### config.mk
export PLATFORM = sky130hd
export DESIGN_NAME = score_keeper_flat
export DESIGN_NICKNAME = d
export VERILOG_FILES = /design/src/rtl/score_keeper_if.sv /design/src/rtl/score_keeper.sv /design/src/flat_wrapper.sv
export SDC_FILE = /design/constraint.sdc
export NUM_CORES = 1
export LEC_CHECK = 0
export ABC_AREA = 1
export CAP_MARGIN = 25
export CORE_MARGIN = 3
export CORE_UTILIZATION = 30
export DETAILED_ROUTE_END_ITERATION = 8
export HOLD_SLACK_MARGIN = 0.05
export SLEW_MARGIN = 25
export SYNTH_ARGS = -nofsm -noshare
export SYNTH_HDL_FRONTEND = slang
export SYNTH_SLANG_ARGS = --single-unit
### constraint.sdc
create_clock -name clock -period 3.25 [get_ports clock]
set_input_delay 0.65 -clock clock [delete_from_list [all_inputs] [get_ports clock]]
set_output_delay 0.65 -clock clock [all_outputs]
set_load 0.05 [all_outputs]
### src/rtl/score_keeper_if.sv
// Command/score bundle between the game control FSM and score_keeper.
// ROUND_COUNT_EN adds the Rondas round counter to the bundle.
interface score_keeper_if #(
    parameter int WIDTH = 4
);
    logic             Modo;
    logic             ModifA;
    logic             ModifB;
    logic [WIDTH-1:0] ScoreA;
    logic [WIDTH-1:0] ScoreB;
    logic             GanadorA;
    logic             GanadorB;
`ifdef ROUND_COUNT_EN
    logic [7:0]       Rondas;
`endif

    modport master (
        output Modo, ModifA, ModifB,
        input  ScoreA, ScoreB, GanadorA, GanadorB
`ifdef ROUND_COUNT_EN
        , input Rondas
`endif
    );

    modport slave (
        input  Modo, ModifA, ModifB,
        output ScoreA, ScoreB, GanadorA, GanadorB
`ifdef ROUND_COUNT_EN
        , output Rondas
`endif
    );
endinterface

### src/rtl/score_keeper.sv
// Saturating two-player score tracker with a sticky winner FSM.
// Optional feature macro: ROUND_COUNT_EN (adds the 8-bit Rondas event counter).
//
// state | meaning
// PLAY  | scores follow ModifA/ModifB rising edges
// WON_A | player A reached WIN_SCORE; scores frozen until Reset
// WON_B | player B reached WIN_SCORE; scores frozen until Reset
module score_keeper #(
    parameter int WIDTH     = 4,
    parameter int WIN_SCORE = 5
) (
    input  logic                 clock,
    input  logic                 Reset,
    score_keeper_if.slave        bus
);
    typedef enum logic [1:0] {PLAY, WON_A, WON_B} state_t;

    localparam logic [WIDTH-1:0] WIN = WIDTH'(WIN_SCORE);

    state_t           state_q, state_d;
    logic [WIDTH-1:0] score_a_q, score_a_d;
    logic [WIDTH-1:0] score_b_q, score_b_d;
    logic             modif_a_d, modif_b_d;
    logic             ev_a, ev_b;

    assign ev_a = bus.ModifA & ~modif_a_d;
    assign ev_b = bus.ModifB & ~modif_b_d;

    always_ff @(posedge clock) begin
        // Edge history follows the inputs even in reset so a held request is not replayed.
        modif_a_d <= bus.ModifA;
        modif_b_d <= bus.ModifB;
        if (Reset) begin
            state_q   <= PLAY;
            score_a_q <= '0;
            score_b_q <= '0;
        end else begin
            state_q   <= state_d;
            score_a_q <= score_a_d;
            score_b_q <= score_b_d;
        end
    end

    always_comb begin
        state_d   = state_q;
        score_a_d = score_a_q;
        score_b_d = score_b_q;
        if (state_q == PLAY) begin
            if (ev_a) begin
                if (bus.Modo)
                    score_a_d = score_a_q + 1'b1;
                else if (score_a_q != '0)
                    score_a_d = score_a_q - 1'b1;
            end
            if (ev_b) begin
                if (bus.Modo)
                    score_b_d = score_b_q + 1'b1;
                else if (score_b_q != '0)
                    score_b_d = score_b_q - 1'b1;
            end
            if (ev_a && bus.Modo && score_a_d == WIN)
                state_d = WON_A;
            else if (ev_b && bus.Modo && score_b_d == WIN)
                state_d = WON_B;
        end
    end

    assign bus.ScoreA   = score_a_q;
    assign bus.ScoreB   = score_b_q;
    assign bus.GanadorA = (state_q == WON_A);
    assign bus.GanadorB = (state_q == WON_B);

`ifdef ROUND_COUNT_EN
    logic [7:0] rondas_q;
    logic [8:0] rondas_sum;

    assign rondas_sum = {1'b0, rondas_q} + {7'd0, ev_a} + {7'd0, ev_b};

    always_ff @(posedge clock) begin
        if (Reset)
            rondas_q <= '0;
        else if (state_q == PLAY)
            rondas_q <= rondas_sum[8] ? 8'hFF : rondas_sum[7:0];
    end

    assign bus.Rondas = rondas_q;
`endif
endmodule

### src/flat_wrapper.sv
// flat-port wrapper written by rule: the top's interface ports become plain ports
module score_keeper_flat 
#(
    parameter int WIDTH     = 4,
    parameter int WIN_SCORE = 5
)
  (clock, Reset, bus_Modo, bus_ModifA, bus_ModifB, bus_ScoreA, bus_ScoreB, bus_GanadorA, bus_GanadorB);
  score_keeper_if #(.WIDTH(WIDTH)) bus_i ();
  input  logic clock;
  input  logic Reset;
  input wire logic [$bits(bus_i.Modo)-1:0] bus_Modo;
  input wire logic [$bits(bus_i.ModifA)-1:0] bus_ModifA;
  input wire logic [$bits(bus_i.ModifB)-1:0] bus_ModifB;
  output wire logic [$bits(bus_i.ScoreA)-1:0] bus_ScoreA;
  output wire logic [$bits(bus_i.ScoreB)-1:0] bus_ScoreB;
  output wire logic [$bits(bus_i.GanadorA)-1:0] bus_GanadorA;
  output wire logic [$bits(bus_i.GanadorB)-1:0] bus_GanadorB;
  assign bus_i.Modo = bus_Modo;
  assign bus_i.ModifA = bus_ModifA;
  assign bus_i.ModifB = bus_ModifB;
  assign bus_ScoreA = bus_i.ScoreA;
  assign bus_ScoreB = bus_i.ScoreB;
  assign bus_GanadorA = bus_i.GanadorA;
  assign bus_GanadorB = bus_i.GanadorB;
  score_keeper #(.WIDTH(WIDTH), .WIN_SCORE(WIN_SCORE)) u_core (.clock(clock), .Reset(Reset), .bus(bus_i));
endmodule
Word level (Yosys, flattened, before mapping)
Cells that the tools add are included.
{"block": "word_totals", "ff_bits": 12, "out_inout_bits": 10}
{"block": "classes", "addsub": 4, "reduce_logical": 9, "n_eq_ne": 4, "n_bitwise": 4, "mux": 10}
{"op": "2-to-1 mux 4 bit", "n": 8}
{"op": "adder 4 x 1 -> 4 bit (second input constant)", "n": 2}
{"op": "equality test 4 x 3 -> 1 bit (second input constant)", "n": 2}
{"op": "nonzero test 4 bit", "n": 2}
{"op": "subtractor 4 x 1 -> 4 bit (second input constant)", "n": 2}
{"op": "logical AND 1 bit", "n": 4}
{"op": "2-to-1 mux 2 bit", "n": 2}
{"op": "AND 1 bit", "n": 2}
{"op": "equality test 2 x 1 -> 1 bit (second input constant)", "n": 1}
{"op": "equality test 2 bit (second input constant)", "n": 1}
{"op": "logical NOT 2 bit", "n": 1}
{"op": "NOT 1 bit", "n": 2}
{"op": "AND reduction 2 bit", "n": 1}
{"op": "nonzero test 2 bit", "n": 1}

Longest topological paths before layout
{"block": "logic_depth", "depth_word": 9, "depth_mapped": 12, "ltp_nobuf": 12}

Worst setup path after synthesis
No wires, ideal clock.
{"block": "synth_path", "path_kind": "register -> register", "from": "register u_core.score_a_q[0] (netlist: u_core.bus.ScoreA[0])", "to": "register u_core.state_q[1]", "stages_incl_launch_ff": 11, "path_buffers": 0, "setup_time_ns": 0.114, "synth_period_minus_slack_ns": 1.884, "slack_ns": 1.366, "t_required_ns": 3.136, "t_arrival_ns": 1.770, "cell_sequence": "dfxtp_1 inv_1 ha_1 inv_1 nor3_2 a21oi_2 nand2_1 o21ai_2 nand3_1 nand2_1 a21oi_2"}
{"block": "synth_via", "elab_chain_len": 9, "word_cells_on_any_way": 12}
{"item": "from (decl)", "line_no": "score_keeper.sv:21", "source": "logic [WIDTH-1:0] score_a_q, score_a_d;"}
{"item": "from (signal assigned)", "line_no": "score_keeper.sv:39", "source": "score_a_q <= score_a_d;"}
{"item": "subtractor 4 x 1 -> 4 bit / nonzero test 4 bit (equally long branches)", "line_no": "score_keeper.sv:53, score_keeper.sv:52"}
{"item": "2-to-1 mux 4 bit", "line_no": "score_keeper.sv:52", "source": "else if (score_a_q != '0)"}
{"item": "2-to-1 mux 4 bit", "line_no": "score_keeper.sv:50", "source": "if (bus.Modo)"}
{"item": "2-to-1 mux 4 bit *", "line_no": "score_keeper.sv:49", "source": "if (ev_a) begin"}
{"item": "2-to-1 mux 4 bit *", "line_no": "score_keeper.sv:48", "source": "if (state_q == PLAY) begin"}
{"item": "equality test 4 x 3 -> 1 bit *", "line_no": "score_keeper.sv:61", "source": "if (ev_a && bus.Modo && score_a_d == WIN)"}
{"item": "logical AND 1 bit *", "line_no": "score_keeper.sv:61"}
{"item": "nonzero test 2 bit (no line)"}
{"item": "AND reduction 2 bit (no line)"}
{"item": "to (signal assigned)", "line_no": "score_keeper.sv:38", "source": "state_q <= state_d;"}
{"item": "to (decl)", "line_no": "score_keeper.sv:20", "source": "state_t state_q, state_d;"}
Every way passes the cells marked *; elsewhere a longest branch is shown, timed or not. The select of a mux whose other input is x is not followed.
A chain may end at the register's enable or synchronous reset.

Worst setup path in the final report
{"block": "layout_path", "from": "register u_core.score_a_q[1] (netlist: u_core.bus.ScoreA[1])", "to": "output port bus_ScoreA[1]"}
{"item": "to (decl)", "line_no": "flat_wrapper.sv:14", "source": "output wire logic [$bits(bus_i.ScoreA)-1:0] bus_ScoreA;"}
No word-level cell between the ends.

==> summary.txt <==
Outcome
  • Status: complete, no violations

Placement
  • GPL Wtd Cong: 0.762
  • DP Worst Slack: 0.857 ns
  • PortBufs: 14
  • Detailed Place HPWL: 1400 µm

Die
  • Rows: 18
  • Die Area: 3380 µm²
  • Io pins: 15
  • DIE HEIGHT: 58.1 µm
  • Die Wd: 58.1 µm
  • Core ar.: 2520 µm²
  • Initial Util: 0.323

Timing
  • Final Cycle Share: 0.700
  • Slew @ Worst Pin: 0.516 ns
  • Final Hold Viols: 0
  • Fmax: 0.439 GHz
  • Setup_tns: 0 ns
  • Fin worst setup slack: 0.974 ns
  • Crit path time final: 2.28 ns
  • Pins Over Slew Limit: 0
  • Unrepaired setup endpoints after global routing: no
  • Layout Skew: 0.00315 ns
  • Max_slew headroom: 0.655
  • WHS: 0.507 ns
  • Final setup violation count: 0

Worst setup path
  • Crit path buffers/inverters: 1
  • Crit path cell chain: clkdlybuf4s50_1
  • CP peak stage delay: 0.87 ns
  • Setup crit end kind: output pin
  • Required time worst endpoint: 2.60 ns
  • WS Path Type: register to output pin
  • Critical path's slowest cell: clkdlybuf4s50_1
  • Crit path max fanout: 7
  • Crit path max-delay family: buffers and inverters
  • Worst Setup Start Kind: register
  • Worst Path Arrival: 1.63 ns

Synthesis
  • Post-synthesis sequential area ratio: 0.295
  • Largest family of logic cells by synthesized area: simple AND/OR/NAND/NOR gates
  • Post-Syn Instances: 122
  • Synth Area in Adders: 0.0614
  • Synth Area in Simple Gates: 0.301
  • Mapped Nets: 131
  • Syn_area_per_cell: 6.68 µm²
  • Xor and xnor fraction of the mapped netlist area: 0.0215
  • Mux cell area share after synthesis: 0
  • Distinct cells, synth: 21
  • Synth Warn #: 0
  • #FFs+latches synth: 12
  • Mapped cell area: 815 µm²
  • Compound-Gate Fraction of Synth Area: 0.210

Power and ir drop
  • Clock share of power: 0.257
  • Pwr per Cell Area: 449 nW/µm²
  • Seq pwr share: 0.392
  • Total power: 456 µW
  • P_leak: 0.000443 µW
  • Worst vdd ir: 0.230 mV
  • P_sw: 171 µW
  • Comb power frac: 0.351
  • Internal: 284 µW
  • Sw Ratio: 0.376

Run
  • Max Cap Violations: 0

Worst hold path
  • HP Class: register to register

Clock tree
  • Post-CTS Setup Inserts: 0
  • Clk root buf: clkbuf_4
  • Clk sink count: 12
  • Post-CTS Hold Buffers: 0
  • Htree depth: 1
  • CTS Buffer Depth: 2
  • CTS Buf Count: 3
  • Resized Gates After CTS: 0
  • Worst skew pair latency: 0.27 ns
  • CTS clock-pin slew for the worst setup and hold paths: 0.08 ns
  • CTS tree: yes

Detailed routing
  • Via count: 817
  • Via density: 4.86
  • Post-route ant nets: 0
  • Drt total wl: 1840 µm
  • Detailed Route Iter0 Violations: 17
  • First-pass detailed-route iteration total: 4
  • WL/cell: 11.0 µm
  • # DRC: 0

Global route
  • Vias in the first global route: 778
  • First-pass GRT wire length: 3240 µm
  • GRT Total Usage: 0.120
  • GRT overflow: 0
  • Largest net degree at the start of global routing: 17
  • Initial antenna violation count: 0

Cells and area
  • Synth-to-layout area growth: 24.4%
  • Filler cells: 283
  • Proportion of layout cells with a drive suffix above 1: 0.130
  • Nets: 148
  • Post-Route Utilization: 0.402
  • Diodes inserted: 0
[cells in the mapped netlist]
cell type,n,area share
a21oi_1,12,0.074
a21oi_2,2,0.022
buf_6,1,0.014
clkbuf_1,1,0.0046
dfxtp_1,12,0.29
ha_1,4,0.061
inv_1,19,0.088
inv_2,1,0.0046
nand2_1,24,0.11
nand2_2,1,0.0077
nand3_1,12,0.074
nand4_1,4,0.031
nor2_1,6,0.028
nor2_2,5,0.038
nor3_2,1,0.012
o211ai_2,1,0.015
o21ai_0,7,0.043
o21ai_1,4,0.025
o21ai_2,3,0.032
xnor2_1,1,0.011
xor2_1,1,0.011
[stage by stage]
step                area [µm²]  instances
floorplan                  815        122
global placement           977        164
detailed placement         977        164
CTS                       1010        168
global route              1010        168
finish                    1010        168
[power groups by stage]
stage	combinational (µW)	clock, µW	sequential [µW]
final	160	117	179
after CTS	161	118	178
after global placement	158	0	181
after detailed placement	160	0	182
after floorplan	85.3	0	211
after global routing	176	125	181
[cells by family (layout without fill, tap and decap cells)]
family / count (synthesis) / in the layout
AO/OA/AOI/OAI: 29 / 29
XOR/XNOR: 2 / 2
adder cells (fa/ha/maj): 4 / 4
buffers and inverters: 22 / 38
flip-flops: 12 / 12
AND/OR/NAND/NOR: 53 / 53
[flip-flops by register name, summed over array words and instances (netlist names)]
name and count:
u_core.state_q 2, u_core.modif_a_d 1, u_core.modif_b_d 1, u_core.bus.ScoreB 4
u_core.bus.ScoreA 4
[final timing paths]
check	start	end	slack [ns]	cells after the start
worst min-delay path	u_core.state_q[0]	u_core.state_q[0]	0.51	2
worst max register to register	u_core.bus.ScoreB[0]	u_core.state_q[1]	1.60	8
worst max-delay path	u_core.bus.ScoreA[1]	bus_ScoreA[1]	0.97	1
worst min register to register	u_core.state_q[0]	u_core.state_q[0]	0.51	2
[metal layers]
metal,wire (µm),GRT usage
met1,908,0.161
met2,879,0.192
met3,36,0.00891
met4,16,0.0596
met5,0,0
[layout by cell type, fill, tap and decap left out]
cell             Yosys  routed
clkbuf_8             0       1
nand2_1             24      24
nand4_1              4       4
inv_1               19      19
ha_1                 4       4
clkdlybuf4s50_1      0      14
a21oi_2              2       2
o21ai_1              4       4
inv_2                1       1
o211ai_2             1       1
o21ai_2              3       3
nor3_2               1       1
nor2_1               6       6
nand2_2              1       1
xnor2_1              1       1
clkbuf_4             0       3
dfxtp_1             12      12
o21ai_0              7       7
nor2_2               5       5
a21oi_1             12      12
nand3_1             12      12
xor2_1               1       1
[layout make-up]
cell class / count / area (µm²) / area share
timing repair buffer: 14 / 140 / 0.138
tap: 30 / 37.5 / 0.0370
sequential: 12 / 240 / 0.237
multi-input combinational: 88 / 484 / 0.478
inverter: 20 / 75.1 / 0.0741
clock buffer: 4 / 36.3 / 0.0358
No activity file was read; power rests on OpenSTA's default activity.
